**config.mk**
```make
export PLATFORM = sky130hd
export DESIGN_NAME = reg_scoreboard
export DESIGN_NICKNAME = d
export VERILOG_FILES = /design/src/rtl/reg_scoreboard.sv
export SDC_FILE = /design/constraint.sdc
export NUM_CORES = 1
export LEC_CHECK = 0
export CAP_MARGIN = 20
export CORE_AREA = 10 10 185 187
export CTS_BUF_LIST = sky130_fd_sc_hd__clkbuf_16
export DETAILED_ROUTE_END_ITERATION = 10
export DIE_AREA = 0 0 195 197
export SLEW_MARGIN = 20
export SYNTH_ARGS = -nofsm -noshare
export SYNTH_HDL_FRONTEND = slang
export SYNTH_SLANG_ARGS = --single-unit
```
**constraint.sdc**
```tcl
create_clock -name clk -period 4.71 [get_ports clk]
set_input_delay 0.942 -clock clk [delete_from_list [all_inputs] [get_ports clk]]
set_output_delay 0.942 -clock clk [all_outputs]
set_load 0.1 [all_outputs]
```
**src/rtl/reg_scoreboard.sv**
```systemverilog
// Pending-write scoreboard: per-register in-flight write counts gate issue on RAW hazards
// and saturated WAW counts, with same-cycle release from writeback and kill.
module reg_scoreboard #(
    parameter int PEND_W = 2
) (
    input  logic        clk,
    input  logic        rstn,
    input  logic        id_valid,
    input  logic [4:0]  id_rj,
    input  logic [4:0]  id_rk,
    input  logic        id_rj_used,
    input  logic        id_rk_used,
    input  logic [4:0]  id_rd,
    input  logic        id_rd_we,
    output logic        id_ready,
    input  logic        wb_we,
    input  logic [4:0]  wb_rd,
    input  logic        kill_valid,
    input  logic [4:0]  kill_rd,
    output logic [31:0] busy,
    output logic [31:0] stall_cnt,
    output logic        err
);

    // Handshake: an instruction issues (fire) on any cycle with id_valid & id_ready;
    // id_ready never looks at id_valid, and decode holds id_* stable until fire.
    localparam logic [PEND_W:0] MAX_EXT = {1'b0, {PEND_W{1'b1}}};

    logic [31:1][PEND_W-1:0] cnt_q;
    logic [31:1][PEND_W-1:0] cnt_d;
    logic [31:1]             dec_wb;
    logic [31:1]             dec_kill;
    logic [31:1]             inc;
    logic [31:1]             uflow;
    logic [31:0]             eff_nz;
    logic [31:0]             eff_full;
    logic [PEND_W:0]         e_cur;
    logic [PEND_W:0]         e_dn;
    logic [PEND_W:0]         n_up;
    logic [PEND_W:0]         n_dn;
    logic                    rj_haz;
    logic                    rk_haz;
    logic                    waw_full;
    logic                    fire;

    // Effective count after this cycle's writeback/kill, used only for the issue decision.
    always_comb begin
        dec_wb   = '0;
        dec_kill = '0;
        eff_nz   = '0;
        eff_full = '0;
        e_cur    = '0;
        e_dn     = '0;
        for (int r = 1; r < 32; r++) begin
            dec_wb[r]   = wb_we & (wb_rd == 5'(r));
            dec_kill[r] = kill_valid & (kill_rd == 5'(r));
            e_cur       = {1'b0, cnt_q[r]};
            e_dn        = (PEND_W+1)'(dec_wb[r]) + (PEND_W+1)'(dec_kill[r]);
            eff_nz[r]   = e_cur > e_dn;
            eff_full[r] = (e_cur >= e_dn) && ((e_cur - e_dn) == MAX_EXT);
        end
    end

    assign rj_haz   = id_rj_used & (id_rj != 5'd0) & eff_nz[id_rj];
    assign rk_haz   = id_rk_used & (id_rk != 5'd0) & eff_nz[id_rk];
    assign waw_full = id_rd_we & (id_rd != 5'd0) & eff_full[id_rd];
    assign id_ready = ~rj_haz & ~rk_haz & ~waw_full;
    assign fire     = id_valid & id_ready;

    // Next counts; a decrement below zero clamps to 0 and flags a protocol error.
    always_comb begin
        inc   = '0;
        uflow = '0;
        cnt_d = '0;
        n_up  = '0;
        n_dn  = '0;
        for (int r = 1; r < 32; r++) begin
            inc[r] = fire & id_rd_we & (id_rd == 5'(r));
            n_up   = {1'b0, cnt_q[r]} + (PEND_W+1)'(inc[r]);
            n_dn   = (PEND_W+1)'(dec_wb[r]) + (PEND_W+1)'(dec_kill[r]);
            if (n_up < n_dn) begin
                uflow[r] = 1'b1;
                cnt_d[r] = '0;
            end else begin
                cnt_d[r] = PEND_W'(n_up - n_dn);
            end
        end
    end

    always_comb begin
        busy    = '0;
        for (int r = 1; r < 32; r++) begin
            busy[r] = |cnt_q[r];
        end
    end

    always_ff @(posedge clk or negedge rstn) begin
        if (!rstn) begin
            cnt_q     <= '0;
            stall_cnt <= '0;
            err       <= 1'b0;
        end else begin
            cnt_q <= cnt_d;
            if (id_valid && !id_ready && (stall_cnt != 32'hFFFF_FFFF)) begin
                stall_cnt <= stall_cnt + 32'd1;
            end
            if (|uflow) begin
                err <= 1'b1;
            end
        end
    end

endmodule

```
# Word level (Yosys, flattened, before mapping)
# Cells that the tools add are included.
[word_totals] reg_bits=95 in_bits=33 output_inout_bits=66 wordCells=622
[op_classes] addsub=125 n_lt_le_gt_ge=96 n_eq_ne=125 mux=68 bitwise_logic=106 n_reduce_logical=69
[ops] cell="5-bit equality test (second input constant)" count=48
[ops] cell="5-bit by 4-bit equality test with 1-bit output (second input constant)" count=24
[ops] cell="1-bit bitwise AND" count=103
[ops] cell="2-bit by 1-bit adder with 3-bit output" count=31
[ops] cell="3-bit by 2-bit equality test with 1-bit output (second input constant)" count=31
[ops] cell="2-bit by 3-bit greater-or-equal comparator with 1-bit output" count=31
[ops] cell="2-bit by 3-bit greater-than comparator with 1-bit output" count=31
[ops] cell="3-bit by 2-bit < comparator with 1-bit output" count=31
[ops] cell="2-bit by 3-bit subtractor with 3-bit output" count=31
[ops] cell="1-bit by 1-bit adder with 2-bit output" count=31
[ops] cell="2-bit two-way mux" count=31
[ops] cell="2-bit OR reduction" count=31
[ops] cell="2-bit subtractor" count=31
[ops] cell="5-bit by 3-bit equality test with 1-bit output (second input constant)" count=12
[ops] cell="1-bit two-way mux" count=34
[ops] cell="1-bit logical AND" count=33
[ops] cell="32-bit by 1-bit adder with 32-bit output (second input constant)" count=1
[ops] cell="32-bit != test (second input constant)" count=1
[ops] cell="31-bit OR reduction" count=1
[ops] cell="5-bit by 2-bit equality test with 1-bit output (second input constant)" count=6
[ops] cell="5-bit by 6-bit < comparator with 1-bit output (second input constant)" count=3
[ops] cell="1-bit binary-select mux with 5-bit select" count=3
[ops] cell="5-bit by 1-bit equality test with 1-bit output (second input constant)" count=3
[ops] cell="5-bit nonzero test" count=3
[ops] cell="2 further kinds" count=4

# Longest topological paths before layout
# Gate-level depths: netlist of run 1.
[depth] word_depth=18 mapped_depth=24 depth_no_buf=23

# Least setup slack after synthesis of run 1
# OpenSTA, ideal clock, no wires.
[synth_path] path_type="input-to-reg" startpoint="input port wb_rd[1]" endpoint="register err" arrival_ns=5.395 slack_ns=-0.813 stages=23 path_buffers=2 cell_sequence="or2_2 clkbuf_1 nor2_1 ha_1 ha_1 inv_1 fa_1 a21boi_0 mux4_1 mux2_2 nand2_1 a32oi_2 or2_4 or3_1 buf_2 nor3_1 ha_1 fa_1 nor3b_1 nor2_1 nor4_1 nand4_1 or2_2"
[synth_between] elab_chain_len=18
[synth_rtl] element="start: declaration" line_no="17" source="input logic [4:0] wb_rd,"
[synth_rtl] element="5-bit by 1-bit equality test with 1-bit output (tied with other cells)" line_no="55" source="dec_wb[r] = wb_we & (wb_rd == 5'(r));"
[synth_rtl] element="1-bit bitwise AND" line_no="55"
[synth_rtl] element="1-bit by 1-bit adder with 2-bit output" line_no="58, 80"
[synth_rtl] element="2-bit by 3-bit subtractor with 3-bit output" line_no="60" source="eff_full[r] = (e_cur >= e_dn) && ((e_cur - e_dn) == MAX_EXT);"
[synth_rtl] element="3-bit by 2-bit equality test with 1-bit output" line_no="60"
[synth_rtl] element="1-bit logical AND" line_no="60"
[synth_rtl] element="1-bit binary-select mux with 5-bit select" line_no="66" source="assign waw_full = id_rd_we & (id_rd != 5'd0) & eff_full[id_rd];"
[synth_rtl] element="1-bit two-way mux (implied by the code)" line_no="66"
[synth_rtl] element="1-bit bitwise AND" line_no="66"
[synth_rtl] element="1-bit inverter" line_no="67" source="assign id_ready = ~rj_haz & ~rk_haz & ~waw_full;"
[synth_rtl] element="1-bit bitwise AND" line_no="67"
[synth_rtl] element="1-bit bitwise AND" line_no="68" source="assign fire = id_valid & id_ready;"
[synth_rtl] element="1-bit bitwise AND (2 in a row)" line_no="78" source="inc[r] = fire & id_rd_we & (id_rd == 5'(r));"
[synth_rtl] element="2-bit by 1-bit adder with 3-bit output" line_no="79" source="n_up = {1'b0, cnt_q[r]} + (PEND_W+1)'(inc[r]);"
[synth_rtl] element="3-bit by 2-bit < comparator with 1-bit output" line_no="81" source="if (n_up < n_dn) begin"
[synth_rtl] element="1-bit two-way mux" line_no="81"
[synth_rtl] element="31-bit OR reduction *" line_no="107" source="if (|uflow) begin"
[synth_rtl] element="end signal: assignment" line_no="101" source="err <= 1'b0;"
[synth_rtl] element="end signal: assignment" line_no="108" source="err <= 1'b1;"
[synth_rtl] element="end: declaration" line_no="22" source="output logic err"
# Mark *: on every way between the ends. The rest lies on a longest branch, timed or not. The select of a mux whose other input is x is not followed.
# A chain may end at the register's enable or synchronous reset.

# Worst setup path after layout of run 1
[layout_path] startpoint="input port wb_we" endpoint="register err"
[layout_between] elab_chain_len=17
[layout_rtl] element="start: declaration" line_no="16" source="input logic wb_we,"
[layout_rtl] element="1-bit bitwise AND" line_no="55"
[layout_rtl] element="1-bit by 1-bit adder with 2-bit output" line_no="58, 80"
[layout_rtl] element="2-bit by 3-bit subtractor with 3-bit output" line_no="60"
[layout_rtl] element="3-bit by 2-bit equality test with 1-bit output" line_no="60"
[layout_rtl] element="1-bit logical AND" line_no="60"
[layout_rtl] element="1-bit binary-select mux with 5-bit select" line_no="66"
[layout_rtl] element="1-bit two-way mux (implied by the code)" line_no="66"
[layout_rtl] element="1-bit bitwise AND" line_no="66"
[layout_rtl] element="1-bit inverter" line_no="67"
[layout_rtl] element="1-bit bitwise AND" line_no="67"
[layout_rtl] element="1-bit bitwise AND" line_no="68"
[layout_rtl] element="1-bit bitwise AND (2 in a row)" line_no="78"
[layout_rtl] element="2-bit by 1-bit adder with 3-bit output" line_no="79"
[layout_rtl] element="3-bit by 2-bit < comparator with 1-bit output" line_no="81"
[layout_rtl] element="1-bit two-way mux" line_no="81"
[layout_rtl] element="31-bit OR reduction *" line_no="107"
# Marked as above.

==> results.txt, run 1 <==
clock skew -> 12.0 ps
max cap viols -> 0
Warnings, synthesis -> 0
worst r2r src -> cnt_q[26]$_DFF_PN0_
Pint -> 2.66 mW
WL/cell -> 19.1 µm
Die Wd -> 195 µm
Via Count -> 10400
max-slew violations -> 0
clk sinks -> 95
htree depth -> 3
CTS buffer count -> 9
core area -> 0.0304 mm²
Reg power frac -> 20.2%
final worst-path cycle share -> 123%
CP Launch Type -> input port
FF-to-FF path depth -> 22
vias in the first global route -> 11100
maximum buffer depth of the clock tree -> 2
switching pwr -> 2.77 mW
Avg Cell Area, Syn -> 9.17 µm²
pwr/cell area -> 311 mW/mm²
initial drt markers -> 495
Die Span Y -> 197 µm
top cells by count, synth -> ha_1, nor2_1, inv_1
arrival time worst endpoint -> 6080 ps
num ports -> 99
total wire length after detailed routing -> 39100 µm
nets@finish -> 1931
synth unique cells -> 78
Post-DRT Antenna Nets -> 0
Slew HR -> 31.0%
violated checks -> setup timing
Mapped Area -> 0.0106 mm²
cell taking the most area after synthesis -> dfrtp_1
Hold Path Class -> in -> async
post-synth top area share -> 22.5%
Vias per Instance -> 5.08
flop-to-flop setup slack -> -250 ps
CTS tree -> yes
final hold vios -> 0
GRT Residual Overflow -> 0
number of synthesized flops with an enable pin -> 0
Crit Path Category -> in -> reg
Root Buffer -> clkbuf_16
Logic pwr share -> 65.5%
worst-path fanout max -> 4
Leak -> 8.45 nW
crit path launch -> wb_we
Reg-to-Reg End -> err$_DFFE_PN0P_
Filler Cell Count -> 2534
PortBufs -> 97
cell area after layout -> 0.0175 mm²
final setup violation count -> 64
largest net degree at the start of global routing -> 52
total chip power -> 5.43 mW
drt drc -> 0
diodes inserted -> 0
crit path to -> err$_DFFE_PN0P_
worst slew pin tran -> 1030 ps
fraction of layout cells with a size suffix above 1 -> 47.0%
initial antenna violation count -> 0
DPL Wire Length -> 29300 µm
ys flop type -> dfrtp_1
Initial Util -> 34.7%
worst skew pair latency -> 390 ps
area after detailed placement -> 0.0148 mm²
RSZ-0062 raised after global routing -> yes
Final Critical Period -> 5810 ps
first-pass GRT wire length -> 59900 µm
#FFs+latches synth -> 95
setup ws final -> -1100 ps
endpoint class of the critical path -> flop
# rows -> 64
max incr delay on CP -> 590 ps
area grow syn2layout -> 65.1%
syn nets -> 1435
switching share of power -> 51.0%
synth top area cells -> dfrtp_1, ha_1, fa_1
full die area -> 0.0384 mm²
most numerous cell in the Yosys netlist -> ha_1
Clock power frac -> 14.3%
Seq/Total Area, Yosys -> 22.5%
status -> finished, violations left
Worst-path clk slew -> 80 ps
slowest CP cell -> or4_4
fraction of registers with async set/reset -> 100%
Mapped Cells -> 1153
Pre-Repair DR Iteration Count -> 6
CP Data Required Time -> 4980 ps
global placement routability congestion -> 1.03
Post-CTS Hold Fix Bufs -> 0
GRT Util Overall -> 19.5%
maximum vdd drop -> 0.000693 V
f_max -> 172 MHz
==> flip-flops by register name, summed over array words and instances, names as in the netlist <==
signal     flops
stall_cnt     32
err            1
cnt_q         62
==> stage by stage <==
stage	utilization (%)	instances	setup slack (ps)	hold slack, ps	TNS (ps)
3_5_place_dp	48.5	1963	-2490	477	-116330
3_3_place_gp	48.5	1963	-2480	476	-111700
2_1_floorplan	-	1153	-634	646	-8730
6_report	57.4	2050	-1100	409	-27450
5_1_grt	57.4	2050	-1240	416	-34550
4_1_cts	54.2	2025	-908	402	-20420
==> worst max-delay path: cells and delay by family <==
family                     cells  cell delay [ps]
and+or+nand+nor               11             2380
AOI/OAI and AO/OA              3              390
buffers and inverters          6              620
adders and majority gates      5              950
muxes                          2              800
==> cell usage in the layout (no fill, tap or decap), types with 31 or more instances in the layout <==
cell type / instances
nor2_4: 34
fa_1: 46
nand2_1: 45
or2_2: 31
clkdlybuf4s50_1: 83
buf_4: 364
ha_4: 34
buf_6: 61
and2_1: 31
ha_1: 133
inv_1: 125
dfrtp_1: 95
nor2_2: 44
nor2_1: 87
==> routing by layer <==
metal	track usage [%]	routed length, µm	part of all wire (%)
met4	6.87	1570	4.0
met2	33.7	19400	50
met3	3.92	2410	6.2
met5	0	0	0
met1	23.7	15700	40
==> worst min-delay path by stage <==
| stage | start | endpoint | slack, ps | cells after the start |
|---|---|---|---|---|
| 2_1_floorplan | rstn | cnt_q[0]$_DFF_PN0_ | 650 | 0 |
| 3_3_place_gp | stall_cnt[10]$_DFFE_PN0P_ | stall_cnt[10]$_DFFE_PN0P_ | 480 | 1 |
| 3_5_place_dp | stall_cnt[10]$_DFFE_PN0P_ | stall_cnt[10]$_DFFE_PN0P_ | 480 | 1 |
| 4_1_cts | rstn | cnt_q[60]$_DFF_PN0_ | 400 | 1 |
| 5_1_grt | rstn | cnt_q[16]$_DFF_PN0_ | 420 | 1 |
| 6_report | rstn | cnt_q[60]$_DFF_PN0_ | 410 | 1 |
==> cell families (layout without fill, tap and decap cells) <==
kind of cell	count (synthesis)	count (layout)	synth area share (%)
AND/OR/NAND/NOR	489	489	25.0
adder cells (fa/ha/maj)	249	249	33.9
buffers and inverters	166	667	6.24
flip-flops	95	95	22.5
AO/OA/AOI/OAI	88	88	6.40
XOR/XNOR	58	58	4.81
multiplexers	7	7	1.12
other	1	1	0.0355
==> area by class of cell <==
cell class	count	area [µm²]	area share, %
Tap cell	396	495	2.84
Sequential cell	95	2380	13.6
Multi-Input combinational cell	892	9370	53.7
Inverter	134	503	2.88
Clock inverter	7	62.6	0.358
Clock buffer	9	225	1.29
Timing Repair Buffer	517	4420	25.3
==> power groups by stage <==
| stage | clock network, mW | logic [mW] | registers [mW] |
|---|---|---|---|
| after floorplan | 0 | 1.89 | 1.27 |
| after global placement | 0 | 3.12 | 1.09 |
| after detailed placement | 0 | 3.15 | 1.10 |
| after CTS | 0.796 | 3.37 | 1.09 |
| after global routing | 0.823 | 3.78 | 1.12 |
| final | 0.775 | 3.56 | 1.10 |
==> repair_timing <==
action,in CTS,in global routing
gates resized for setup,321,157
setup buffers,54,36
setup endpoints to repair,96,72
pin swaps,122,136
(Power assumes the default switching activity.)
==> run 2, diff against run 1 <==
- CORE_AREA: 10 10 185 187 -> 10 10 157 159
- DIE_AREA: 0 0 195 197 -> 0 0 167 169
- PLACE_DENSITY: not set -> 0.73
==> run 2 against run 1 <==
Compared with the run above: the flow still finishes with violations (setup timing); design area is 0.58% higher; die area is 27% lower; worst hold slack better by 85 ps; non-clock buffer count is 8 higher; setup slack worse by 480 ps; register-to-register slack worse by 320 ps; flip-flop and latch count stayed put; global-route usage is 8.5 points higher; fmax is 7.6% lower; first-iteration DRC count grew to 3.0 times the previous value; critical path type unchanged; largest cell class unchanged.
==> results.txt, run 2 (same netlist as run 1, synthesis figures left out) <==
DPL Wire Length -> 28200 µm (was 29300 µm)
final worst-path cycle share -> 133% (was 123%)
CTS buffer count -> 9 (unchanged)
worst r2r src -> cnt_q[2]$_DFF_PN0_ (was cnt_q[26]$_DFF_PN0_)
maximum vdd drop -> 0.000490 V (was 0.000693 V)
Vias per Instance -> 6.04 (was 5.08)
CP Launch Type -> input port (unchanged)
Hold Path End -> stall_cnt[20]$_DFFE_PN0P_
arrival time worst endpoint -> 6560 ps (was 6080 ps)
max-slew violations -> 0 (unchanged)
Slew HR -> 28.4% (was 31.0%)
FF-to-FF path depth -> 22 (unchanged)
setup ws final -> -1580 ps (was -1100 ps)
core area -> 0.0216 mm² (was 0.0304 mm²)
status -> finished, violations left (unchanged)
maximum buffer depth of the clock tree -> 2 (unchanged)
total chip power -> 5.63 mW (was 5.43 mW)
worst-path fanout max -> 4 (unchanged)
Min-Delay Path Depth -> 1
f_max -> 159 MHz (was 172 MHz)
htree depth -> 3 (unchanged)
worst skew pair latency -> 380 ps (was 390 ps)
initial antenna violation count -> 3 (was 0)
Final Critical Period -> 6290 ps (was 5810 ps)
Die Wd -> 167 µm (was 195 µm)
clock skew -> 11.9 ps (was 12.0 ps)
diodes inserted -> 0 (unchanged)
total wire length after detailed routing -> 47900 µm (was 39100 µm)
WHS -> 494 ps (was 409 ps)
GRT Residual Overflow -> 0 (unchanged)
endpoint class of the critical path -> flop (unchanged)
final hold vios -> 0 (unchanged)
pwr/cell area -> 321 mW/mm² (was 311 mW/mm²)
violated checks -> setup timing (unchanged)
cell area after layout -> 0.0176 mm² (was 0.0175 mm²)
Setup TNS -> -61340 ps (was -27450 ps)
CTS tree -> yes (unchanged)
Leak -> 8.50 nW (was 8.45 nW)
Root Buffer -> clkbuf_16 (unchanged)
Hold Crit Start -> stall_cnt[20]$_DFFE_PN0P_
largest net degree at the start of global routing -> 38 (was 52)
CP Data Required Time -> 4980 ps (about the same)
Die Span Y -> 169 µm (was 197 µm)
nets@finish -> 1939 (was 1931)
Filler Cell Count -> 1091 (was 2534)
WL/cell -> 24.7 µm (was 19.1 µm)
Pre-Repair DR Iteration Count -> 7 (was 6)
most common cell after layout, fill and taps aside -> buf_4 (unchanged)
area after detailed placement -> 0.0146 mm² (was 0.0148 mm²)
Initial Util -> 49.0% (was 34.7%)
Post-CTS Hold Fix Bufs -> 0 (unchanged)
drt drc -> 0 (unchanged)
max cap viols -> 0 (unchanged)
vias in the first global route -> 11800 (was 11100)
first-pass GRT wire length -> 63500 µm (was 59900 µm)
worst slew pin tran -> 1070 ps (was 1030 ps)
clk sinks -> 95 (unchanged)
Crit Path Category -> in -> reg (unchanged)
Via Count -> 11700 (was 10400)
area grow syn2layout -> 66.1% (was 65.1%)
num ports -> 99 (unchanged)
Regs by FF count -> cnt_q: 62 flops, stall_cnt: 32 flops, err: 1 flops (unchanged)
initial drt markers -> 1489 (was 495)
full die area -> 0.0282 mm² (was 0.0384 mm²)
fraction of layout cells with a size suffix above 1 -> 48.1% (was 47.0%)
max reg flops -> 62 (unchanged)
Post-DRT Antenna Nets -> 0 (unchanged)
final setup violation count -> 87 (was 64)
setup slack at placement -> -2340 ps (was -2490 ps)
PortBufs -> 97 (unchanged)
most frequent cells in the layout -> buf_4, ha_1, inv_1, dfrtp_1 (was buf_4, ha_1, inv_1, dfrtp_1, nor2_1)
global placement routability congestion -> 1.06 (was 1.03)
Most flops, register -> cnt_q (unchanged)
Worst-path clk slew -> 90 ps (was 80 ps)
# rows -> 54 (was 64)
Reg-to-Reg End -> err$_DFFE_PN0P_ (unchanged)
Hold Path Class -> reg -> reg (was in -> async)
RSZ-0062 raised after global routing -> yes (unchanged)
flop-to-flop setup slack -> -570 ps (was -250 ps)
GRT Util Overall -> 28.1% (was 19.5%)
run 2: final cells by class:
cell class	count	area [µm²]	area share [%]
clock buffers	9	225	1.28
clock inverters	7	98.8	0.563
inverters	134	503	2.86
multi-input cells	892	9460	53.9
flip-flops and latches	95	2380	13.5
well taps	280	350	2.00
repair buffers	525	4540	25.9
run 2: metal layers:
metal / vias up / routed length [µm] / global-route usage, % / part of all wire, %
met5: - / 58 / 0 / 0.12
met4: 4 / 3670 / 17.4 / 7.7
met3: 349 / 5230 / 6.39 / 11
met2: 852 / 22800 / 48.0 / 48
met1: 5630 / 16200 / 31.2 / 34
li1: 4901 / - / - / -
run 2: per-stage QoR:
step                instances  utilization (%)
finish                   1942             81.5
global route             1942             81.5
CTS                      1907             76.7
detailed placement       1845             67.7
global placement         1845             67.7
floorplan                1153                -
run 2: worst max-delay path by stage:
| stage | cells after the start | end | startpoint | slack [ps] |
|---|---|---|---|---|
| 2_1_floorplan | 24 | err$_DFFE_PN0P_ | kill_rd[1] | -630 |
| 3_3_place_gp | 27 | err$_DFFE_PN0P_ | wb_rd[3] | -2290 |
| 3_5_place_dp | 27 | err$_DFFE_PN0P_ | wb_rd[3] | -2340 |
| 4_1_cts | 27 | err$_DFFE_PN0P_ | wb_we | -950 |
| 5_1_grt | 26 | err$_DFFE_PN0P_ | kill_rd[3] | -1610 |
| 6_report | 27 | err$_DFFE_PN0P_ | kill_valid | -1580 |
run 2: what timing repair did:
action	4_1_cts	5_1_grt
gates cloned	0	0
pin swaps	143	127
endpoints found under the setup margin	96	79
buffers inserted	59	45
gates resized for setup	349	148
run 2: critical path, cell delays in order:
cell      delay, ps
buf_6            90
nor2b_4         250
buf_6           150
nand2_4          80
nor2_1          120
ha_1            190
ha_1            180
inv_1            70
fa_2            530
nor4bb_2        340
o21ai_0         220
o211ai_1        350
nand4_1         270
and2_4          220
and3_4          190
buf_6           110
nand4_1         120
buf_4           150
nor2_4           40
ha_4            170
fa_1            540
nor3b_2         280
nor2_2           90
nor4_2          310
buf_4           200
nand4_1         110
or2_4           260
run 2: power by group:
part	internal, mW	total [mW]	switching [mW]
logic	1.29	3.69	2.39
clock network	0.387	0.842	0.454
registers	0.969	1.10	0.131
total	2.65	5.63	2.98
